### src/rtl/prom_fetch_ctrl_if.sv
// Decoder-side instruction handshake between the fetch sequencer and the decoder.
// The fetch side (master) drives the instruction; the decoder (slave) drives ready.
interface prom_fetch_ctrl_if #(
    parameter int ADDR_W = 5,
    parameter int DATA_W = 8
);
    logic [DATA_W-1:0] instr;
    logic [ADDR_W-1:0] instr_pc;
    logic              instr_valid;
    logic              instr_ready;

    modport master (
        output instr,
        output instr_pc,
        output instr_valid,
        input  instr_ready
    );

    modport slave (
        input  instr,
        input  instr_pc,
        input  instr_valid,
        output instr_ready
    );
endinterface

### src/rtl/prom_fetch_ctrl.sv
// Instruction-fetch sequencer for the program ROM: owns the PC, hides the ROM's one-cycle
// read latency and feeds the decoder through a 2-entry buffer with redirect and halt support.
module prom_fetch_ctrl #(
    parameter int                ADDR_W    = 5,
    parameter int                DATA_W    = 8,
    parameter logic [ADDR_W-1:0] RESET_PC  = '0,
    parameter logic [DATA_W-1:0] HALT_WORD = '0,
    parameter bit                HALT_EN   = 1'b1
) (
    input  logic               clk,
    input  logic               reset,
    input  logic               start,
    output logic [ADDR_W-1:0]  rom_addr,
    input  logic [DATA_W-1:0]  rom_data,
    prom_fetch_ctrl_if.master  dec,
    input  logic               redirect,
    input  logic [ADDR_W-1:0]  redirect_pc,
    output logic               busy,
    output logic               halted
);

    typedef enum logic [1:0] {
        ST_IDLE = 2'd0,
        ST_RUN  = 2'd1,
        ST_HALT = 2'd2
    } state_t;

    typedef struct packed {
        logic [DATA_W-1:0] data;
        logic [ADDR_W-1:0] pc;
    } entry_t;

    state_t            state_q, state_d;
    logic [ADDR_W-1:0] pc_q, pc_d;
    logic              inflight_q, inflight_d;
    logic [ADDR_W-1:0] inflight_pc_q;

    entry_t            buf_q [2];
    logic              wr_ptr_q, rd_ptr_q;
    logic [1:0]        count_q;
    entry_t            head;

    logic              pop, halt_hit, redirect_hit, squash, push, issue;
    logic [1:0]        occupancy;

    assign head = buf_q[rd_ptr_q];

    // Handshake and control decisions for this cycle. Halt beats a same-cycle redirect.
    always_comb begin
        pop          = dec.instr_valid & dec.instr_ready;
        halt_hit     = HALT_EN && (state_q == ST_RUN) && pop && (head.data == HALT_WORD);
        redirect_hit = redirect && (state_q == ST_RUN) && !halt_hit;
        squash       = halt_hit | redirect_hit;
        push         = inflight_q & ~squash;
        // Words already held or on their way after this cycle's pop; one more may be issued
        // only if the buffer can still absorb it when it returns.
        occupancy    = count_q + {1'b0, inflight_q} - {1'b0, pop};
        issue        = (state_q == ST_RUN) && !squash && (occupancy < 2'd2);
    end

    // NOTE: combinational processes use blocking '=' and assign every output a default
    // first, so no path leaves a signal unassigned and no latch is inferred.
    always_comb begin
        state_d    = state_q;
        pc_d       = pc_q;
        inflight_d = 1'b0;
        unique case (state_q)
            ST_IDLE, ST_HALT: begin
                if (start) begin
                    state_d = ST_RUN;
                    pc_d    = RESET_PC;
                end
            end
            ST_RUN: begin
                if (halt_hit) begin
                    state_d = ST_HALT;
                end else if (redirect_hit) begin
                    pc_d = redirect_pc;
                end else if (issue) begin
                    inflight_d = 1'b1;
                    pc_d       = pc_q + ADDR_W'(1);
                end
            end
            default: state_d = ST_IDLE;
        endcase
    end

    // NOTE: sequential state uses non-blocking '<=' with an asynchronous reset in the
    // sensitivity list, so every register sees pre-edge values and resets without a clock.
    always_ff @(posedge clk or posedge reset) begin
        if (reset) begin
            state_q       <= ST_IDLE;
            pc_q          <= RESET_PC;
            inflight_q    <= 1'b0;
            inflight_pc_q <= '0;
        end else begin
            state_q    <= state_d;
            pc_q       <= pc_d;
            inflight_q <= inflight_d;
            if (issue) begin
                inflight_pc_q <= pc_q;
            end
        end
    end

    // Buffer bookkeeping; a squash empties it even when a pop completes in the same cycle.
    always_ff @(posedge clk or posedge reset) begin
        if (reset) begin
            wr_ptr_q <= 1'b0;
            rd_ptr_q <= 1'b0;
            count_q  <= 2'd0;
        end else if (squash) begin
            wr_ptr_q <= 1'b0;
            rd_ptr_q <= 1'b0;
            count_q  <= 2'd0;
        end else begin
            if (push) begin
                wr_ptr_q <= ~wr_ptr_q;
            end
            if (pop) begin
                rd_ptr_q <= ~rd_ptr_q;
            end
            count_q <= count_q + {1'b0, push} - {1'b0, pop};
        end
    end

    // NOTE: buffer storage is deliberately not reset; count_q alone decides validity and
    // the outputs are forced to zero while the buffer is empty.
    always_ff @(posedge clk) begin
        if (push) begin
            buf_q[wr_ptr_q] <= '{data: rom_data, pc: inflight_pc_q};
        end
    end

    assign rom_addr        = pc_q;
    assign dec.instr_valid = (count_q != 2'd0);
    assign dec.instr       = dec.instr_valid ? head.data : '0;
    assign dec.instr_pc    = dec.instr_valid ? head.pc   : '0;
    assign busy            = (state_q == ST_RUN);
    assign halted          = (state_q == ST_HALT);

endmodule

### src/flat_wrapper.sv
// flat-port wrapper written by rule: the top's interface ports become plain ports
module prom_fetch_ctrl_flat 
#(
    parameter int                ADDR_W    = 5,
    parameter int                DATA_W    = 8,
    parameter logic [ADDR_W-1:0] RESET_PC  = '0,
    parameter logic [DATA_W-1:0] HALT_WORD = '0,
    parameter bit                HALT_EN   = 1'b1
)
  (clk, reset, start, rom_addr, rom_data, redirect, redirect_pc, busy, halted, dec_instr, dec_instr_pc, dec_instr_valid, dec_instr_ready);
  prom_fetch_ctrl_if #(.ADDR_W(ADDR_W), .DATA_W(DATA_W)) dec_i ();
  input  logic clk;
  input  logic reset;
  input  logic start;
  output logic [ADDR_W-1:0] rom_addr;
  input  logic [DATA_W-1:0] rom_data;
  input  logic redirect;
  input  logic [ADDR_W-1:0] redirect_pc;
  output logic busy;
  output logic halted;
  output wire logic [$bits(dec_i.instr)-1:0] dec_instr;
  output wire logic [$bits(dec_i.instr_pc)-1:0] dec_instr_pc;
  output wire logic [$bits(dec_i.instr_valid)-1:0] dec_instr_valid;
  input wire logic [$bits(dec_i.instr_ready)-1:0] dec_instr_ready;
  assign dec_instr = dec_i.instr;
  assign dec_instr_pc = dec_i.instr_pc;
  assign dec_instr_valid = dec_i.instr_valid;
  assign dec_i.instr_ready = dec_instr_ready;
  prom_fetch_ctrl #(.ADDR_W(ADDR_W), .DATA_W(DATA_W), .RESET_PC(RESET_PC), .HALT_WORD(HALT_WORD), .HALT_EN(HALT_EN)) u_core (.clk(clk), .reset(reset), .start(start), .rom_addr(rom_addr), .rom_data(rom_data), .dec(dec_i), .redirect(redirect), .redirect_pc(redirect_pc), .busy(busy), .halted(halted));
endmodule
### config.mk
export PLATFORM = sky130hd
export DESIGN_NAME = prom_fetch_ctrl_flat
export DESIGN_NICKNAME = d
export VERILOG_FILES = /design/src/rtl/prom_fetch_ctrl_if.sv /design/src/rtl/prom_fetch_ctrl.sv /design/src/flat_wrapper.sv
export SDC_FILE = /design/constraint.sdc
export NUM_CORES = 1
export LEC_CHECK = 0
export ABC_AREA = 1
export CAP_MARGIN = 20
export CORE_MARGIN = 8
export CORE_UTILIZATION = 40
export CTS_BUF_LIST = sky130_fd_sc_hd__clkbuf_16
export DETAILED_ROUTE_END_ITERATION = 10
export PLACE_DENSITY = 0.64
export SETUP_SLACK_MARGIN = 0.4
export SLEW_MARGIN = 30
export SYNTH_ARGS = -nofsm -noshare
export SYNTH_HDL_FRONTEND = slang
export SYNTH_SLANG_ARGS = --single-unit
### constraint.sdc
create_clock -name clk -period 4.1 [get_ports clk]
set_clock_uncertainty 0.2 [all_clocks]
set_input_delay 1.025 -clock clk [delete_from_list [all_inputs] [get_ports clk]]
set_output_delay 1.025 -clock clk [all_outputs]
set_load 0.005 [all_outputs]
# After elaboration in Yosys (flattened, before gate mapping)
# Memories as Yosys holds them, arrays and structs flattened.
# Index checks and enable logic that the tools add are counted.
word_totals:
  register_bits: 17
  ramBits: 26
  input_bits: 18
  memories: 1
op_classes:
  addsub: 5
  magnitude_cmp: 1
  n_eq_ne: 6
  mux: 21
  bitwise: 6
  reduce_logical: 17
memory_table:
  columns: ["memory", "depth", "width", "rd", "rd_clocked_by_memory_dff", "write_ports", "line_no", "rtl"]
  rows:
  - ["u_core.buf_q", 2, 13, 1, 0, 1, "prom_fetch_ctrl.sv:38", "entry_t buf_q [2];"]
ops:
  columns: ["operator", "count"]
  rows:
  - ["2-to-1 mux 5 bit", 5]
  - ["2-to-1 mux 1 bit", 10]
  - ["case mux 5 bit (2 select lines)", 1]
  - ["logical NOT 8 bit", 1]
  - ["2-to-1 mux 8 bit", 1]
  - ["nonzero test 2 bit", 4]
  - ["logical AND 1 bit", 6]
  - ["2-to-1 mux 2 bit", 3]
  - ["adder 5 x 1 -> 5 bit (second input constant)", 1]
  - ["adder 2 x 1 -> 2 bit", 2]
  - ["!= test 2 bit (second input constant)", 2]
  - ["case mux 2 bit (2 select lines)", 1]
  - ["AND reduction 4 bit", 1]
  - ["subtractor 2 x 1 -> 2 bit", 2]
  - ["!= test 3 x 1 -> 1 bit (second input constant)", 1]
  - ["inverter 1 bit", 3]
  - ["bitwise AND 1 bit", 2]
  - ["equality test 2 x 1 -> 1 bit (second input constant)", 1]
  - ["equality test 2 bit (second input constant)", 1]
  - ["logical NOT 1 bit", 2]
  - ["logical NOT 2 bit", 1]
  - ["< comparator 2 bit (second input constant)", 1]
  - ["!= test 2 x 1 -> 1 bit (second input constant)", 1]
  - ["AND reduction 2 bit", 1]
  - ["other kinds (2)", 2]

# Longest topological paths before layout
logic_depth:
  word_depth: 14
  ltp_mapped: 14
  mapped_depth_nobuf: 14

# Least setup slack after synthesis
# OpenSTA, ideal clock, no wires.
synth_timing:
  path_kind: "input -> register"
  from: "input dec_instr_ready"
  to: "memory u_core.buf_q[1][0] (netlist bit), enable pin"
  setup_time_ps: 382
  arrival_time_ps: 2056
  required_time_ps: 3518
  slack_ps: 1462
  stages: 6
  path_buffers: 1
  cell_sequence: "nand3_1 nor2_1 nand3_4 buf_6 nand3_1 nor2_1"
synth_via:
  elab_chain_len: 10
synth_rtl:
  columns: ["item", "line_no", "rtl"]
  rows:
  - ["from (decl)", "flat_wrapper.sv:24", "input wire logic [$bits(dec_i.instr_ready)-1:0] dec_instr_ready;"]
  - ["bitwise AND 1 bit (*)", "prom_fetch_ctrl.sv:50", "pop = dec.instr_valid & dec.instr_ready;"]
  - ["logical AND 1 bit (*) (2 in a row)", "prom_fetch_ctrl.sv:51", "halt_hit = HALT_EN && (state_q == ST_RUN) && pop && (head.data == HALT_WORD);"]
  - ["logical NOT 1 bit", "prom_fetch_ctrl.sv:52", "redirect_hit = redirect && (state_q == ST_RUN) && !halt_hit;"]
  - ["logical AND 1 bit", "prom_fetch_ctrl.sv:52", null]
  - ["OR 1 bit (*)", "prom_fetch_ctrl.sv:53", "squash = halt_hit | redirect_hit;"]
  - ["inverter 1 bit (*)", "prom_fetch_ctrl.sv:54", "push = inflight_q & ~squash;"]
  - ["bitwise AND 1 bit (*)", "prom_fetch_ctrl.sv:54", null]
  - ["2-to-1 mux 1 bit (*)", "prom_fetch_ctrl.sv:130", "if (push) begin"]
  - ["2-to-1 mux 1 bit (implied by the code) (*)", "prom_fetch_ctrl.sv:131", "buf_q[wr_ptr_q] <= '{data: rom_data, pc: inflight_pc_q};"]
  - ["to (decl)", "prom_fetch_ctrl.sv:38", null]
# Mark *: on every way between the ends. The rest lies on a longest branch, timed or not.

# Worst setup path in the final report
layout_timing:
  from: "register u_core.rd_ptr_q"
  to: "output dec_instr[4]"
layout_via:
  elab_chain_len: 2
layout_rtl:
  columns: ["item", "line_no", "rtl"]
  rows:
  - ["from (decl)", "prom_fetch_ctrl.sv:39", "logic wr_ptr_q, rd_ptr_q;"]
  - ["from (signal assigned)", "prom_fetch_ctrl.sv:121", "rd_ptr_q <= ~rd_ptr_q;"]
  - ["memory read (2 x 13 bit)", null, null]
  - ["2-to-1 mux 8 bit", "prom_fetch_ctrl.sv:137", "assign dec.instr = dec.instr_valid ? head.data : '0;"]
  - ["to (decl)", "flat_wrapper.sv:21", "output wire logic [$bits(dec_i.instr)-1:0] dec_instr;"]
# No other way between the ends.

==> impl_results.md <==
- Status: finished, final reports clean
- Synthesized cell area: 2092 um^2
- Cts bufs inserted: 5
- CP Depth: 4
- XOR/XNOR share of the synthesized area: 0.02931
- Initial drt markers: 32
- Avg Inst Size Synth: 9.466 um^2
- Worst setup margin: 890.3 ps
- Final wirelength: 4180 um
- Synth Net Count: 243
- R2R depth: 10
- Worst setup EP type: primary output
- Post-CTS setup repair buffer count: 0
- CTS Root Cell: clkbuf_16
- Residual DRC: 0
- R2R Setup Slk: 1340 ps
- CP Cell Sequence: inv_2 > nand2_1 > a21oi_1 > clkdlybuf4s50_1
- Fin. Hold Viols: 0
- Initial antenna violation count: 0
- Hold EP: u_core.buf_q[1][0]$_DFFE_PP_
- Fillers: 496
- Clock Latency Late Sink: 280 ps
- Startpoint Class: register
- CP Buf/Inv Count: 2
- Compound-gate portion of the synthesized area: 0.03230
- # rows: 26
- FMAX: 311.6 MHz
- Critical Path AT: 1980 ps
- Final period util: 0.7828
- Setup TNS after final layout: 0 ps
- Area of the multi-input gates: 726.9 um^2
- TritonCTS clock tree: yes
- Wirelength per Cell: 12.55 um
- FF-to-FF Start: u_core.rd_ptr_q$_DFFE_PP0P_
- Io pins: 39
- Hold Crit Depth: 0
- DP HPWL: 3075 um
- Setup Viol. Count Final: 0
- Sink Count: 43
- Number of global-route vias before repair: 1,513
- Commonest non-fill, non-tap cell in the layout: nand2_1
- Reg clk slew, reported paths: 60 ps
- Synthesized flop and latch total: 43
- CTS Hold Bufs: 0
- Final Max Tran Viols: 0
- Post-synthesis simple-gate area fraction: 0.2608
- Slew @ Worst Pin: 701.4 ps
- RSZ-0062 raised after global routing: no
- Minimum clock period: 3210 ps
- Post-DR vias/cell: 4.420
- Clk buf depth: 2
- H-Tree Depth: 2
- Largest net degree at the start of global routing: 18
- Pwr dens: 761.6 nW/um^2
- Hold path startpoint: u_core.inflight_pc_q[0]$_DFFE_PP0P_
- Register Area: 1206 um^2
- Die Y: 88.32 um
- Worst EP required: 2870 ps
- Mux contribution to synthesized area: 0
- Largest family of logic cells by synthesized area: simple AND/OR/NAND/NOR gates
- Post-CTS Resized: 0
- Synth warnings: 0
- CP max stage cell: dfrtp_1
- Most frequent cells in the layout: nand2_1, clkdlybuf4s50_1, inv_1, edfxtp_1, nor2_1
- Starting Density: 0.4122
- Max incr delay on CP: 560 ps
- Tightest Hold Check Type: reg -> reg
- Nets@finish: 284
- Distinct cells, synth: 23
- Maximum fanout along the worst path: 14
- R2R Path End: u_core.buf_q[0][11]$_DFFE_PP_
- Die X: 88.32 um
- Design Power: 2063 uW
- First-pass GRT wire length: 6844 um
- Rel. slew slack: 0.5319
- Max-cap viol count: 0
- Die area: 7800 um^2
- Seq/Total Area, Yosys: 0.5766
- GRT Total Usage: 0.1138
- Synthesis-to-finish area growth: 29.49%
- PortBufs: 38
- Post-Synth Adder-Cell Area: 0.02392
- Routed vias: 1,472
- Kind of cell adding the most delay to the critical path: buffers and inverters
- Detail Route Antenna Nets: 0
- Critical Setup Path Class: reg -> out
- Pleak: 0.001234 uW
- Peak supply drop: 0.3010 mV
- Mapped Cells: 221
- Layout cells sized above 1: 0.1065
- Place WS: 724.2 ps
- GR Overflow Total: 0
- Core footprint: 5075 um^2
- Antenna Cells: 0
- DRT Pass-1 Iters: 4
- Final GP Congestion: 0.7965
## area by class of cell
type,count,share of cell area
sequential,43,0.4453
multi-input combinational,142,0.2684
tap,70,0.03233
timing repair buffer,39,0.1432
inverter,31,0.04296
clock buffer,6,0.05543
clock inverter,2,0.01247
## Yosys cell counts
cell	number	area (um^2)
nand2_1	69	259.0
edfxtp_1	26	780.8
inv_1	26	97.59
nor2_1	20	75.07
dfrtp_1	17	425.4
nand3_1	14	70.07
a21oi_1	9	45.04
nand2_2	7	43.79
inv_2	5	18.77
ha_1	4	50.05
xor2_1	4	35.03
buf_6	3	33.78
nand3_4	3	52.55
xnor2_1	3	26.28
nand3_2	2	20.02
o21ai_1	2	10.01
buf_4	1	7.510
clkbuf_1	1	3.750
nand3b_1	1	7.510
nor2_2	1	6.260
nor2_4	1	11.26
o21ai_0	1	5.000
o21bai_1	1	7.510
## sequential cells by signal, summed over array words and instances, names as in the netlist
signal and flops:
u_core.buf_q 26, u_core.rd_ptr_q 1, u_core.rom_addr 5, u_core.count_q 2, u_core.inflight_q 1, u_core.wr_ptr_q 1, u_core.state_q 2, u_core.inflight_pc_q 5
## layer usage
metal,GRT usage,vias up,share of wire
met5,0,-,0
met1,0.1326,655,0.46
met4,0.03687,0,0.011
met2,0.1894,36,0.46
li1,-,775,-
met3,0.04085,6,0.068
## worst reg2reg max path, cell delays in order, from the launching register on
cell and delay, ps:
dfrtp_1 640, inv_2 250, nand2_1 110, nand2_1 60, nand2_1 80, nor2_1 60
nand3_4 170, nand2_1 150, nor2_1 170, nand2_1 100, inv_1 400
## stage by stage
step	cells	area [um^2]	util	hold slack, ps
2_1_floorplan	221	2092	-	224.0
3_3_place_gp	325	2522	0.4970	233.4
3_5_place_dp	325	2522	0.4970	263.9
4_1_cts	333	2706	0.5333	276.1
5_1_grt	333	2709	0.5338	290.8
6_report	333	2709	0.5338	270.8
## how the worst max path moves through the flow
stage | start | endpoint
6_report | u_core.rd_ptr_q$_DFFE_PP0P_ | dec_instr[4]
2_1_floorplan | dec_instr_ready | u_core.buf_q[1][0]$_DFFE_PP_
3_3_place_gp | dec_instr_ready | u_core.buf_q[1][7]$_DFFE_PP_
5_1_grt | u_core.rd_ptr_q$_DFFE_PP0P_ | dec_instr[1]
4_1_cts | u_core.rd_ptr_q$_DFFE_PP0P_ | dec_instr[4]
3_5_place_dp | dec_instr_ready | u_core.buf_q[1][7]$_DFFE_PP_
## report_power, final
group	total [uW]	switching [uW]	internal, uW
combinational	887	488	398
sequential	701	98.1	603
clock	475	153	322
total	2060	740	1320
## kinds of logic after synthesis
kind of cell | Yosys count
buffers and inverters | 36
adders and majority gates | 4
and+or+nand+nor | 118
DFF | 43
AOI/OAI and AO/OA | 13
xor gates and xnor gates | 7
(Power assumes the default switching activity.)
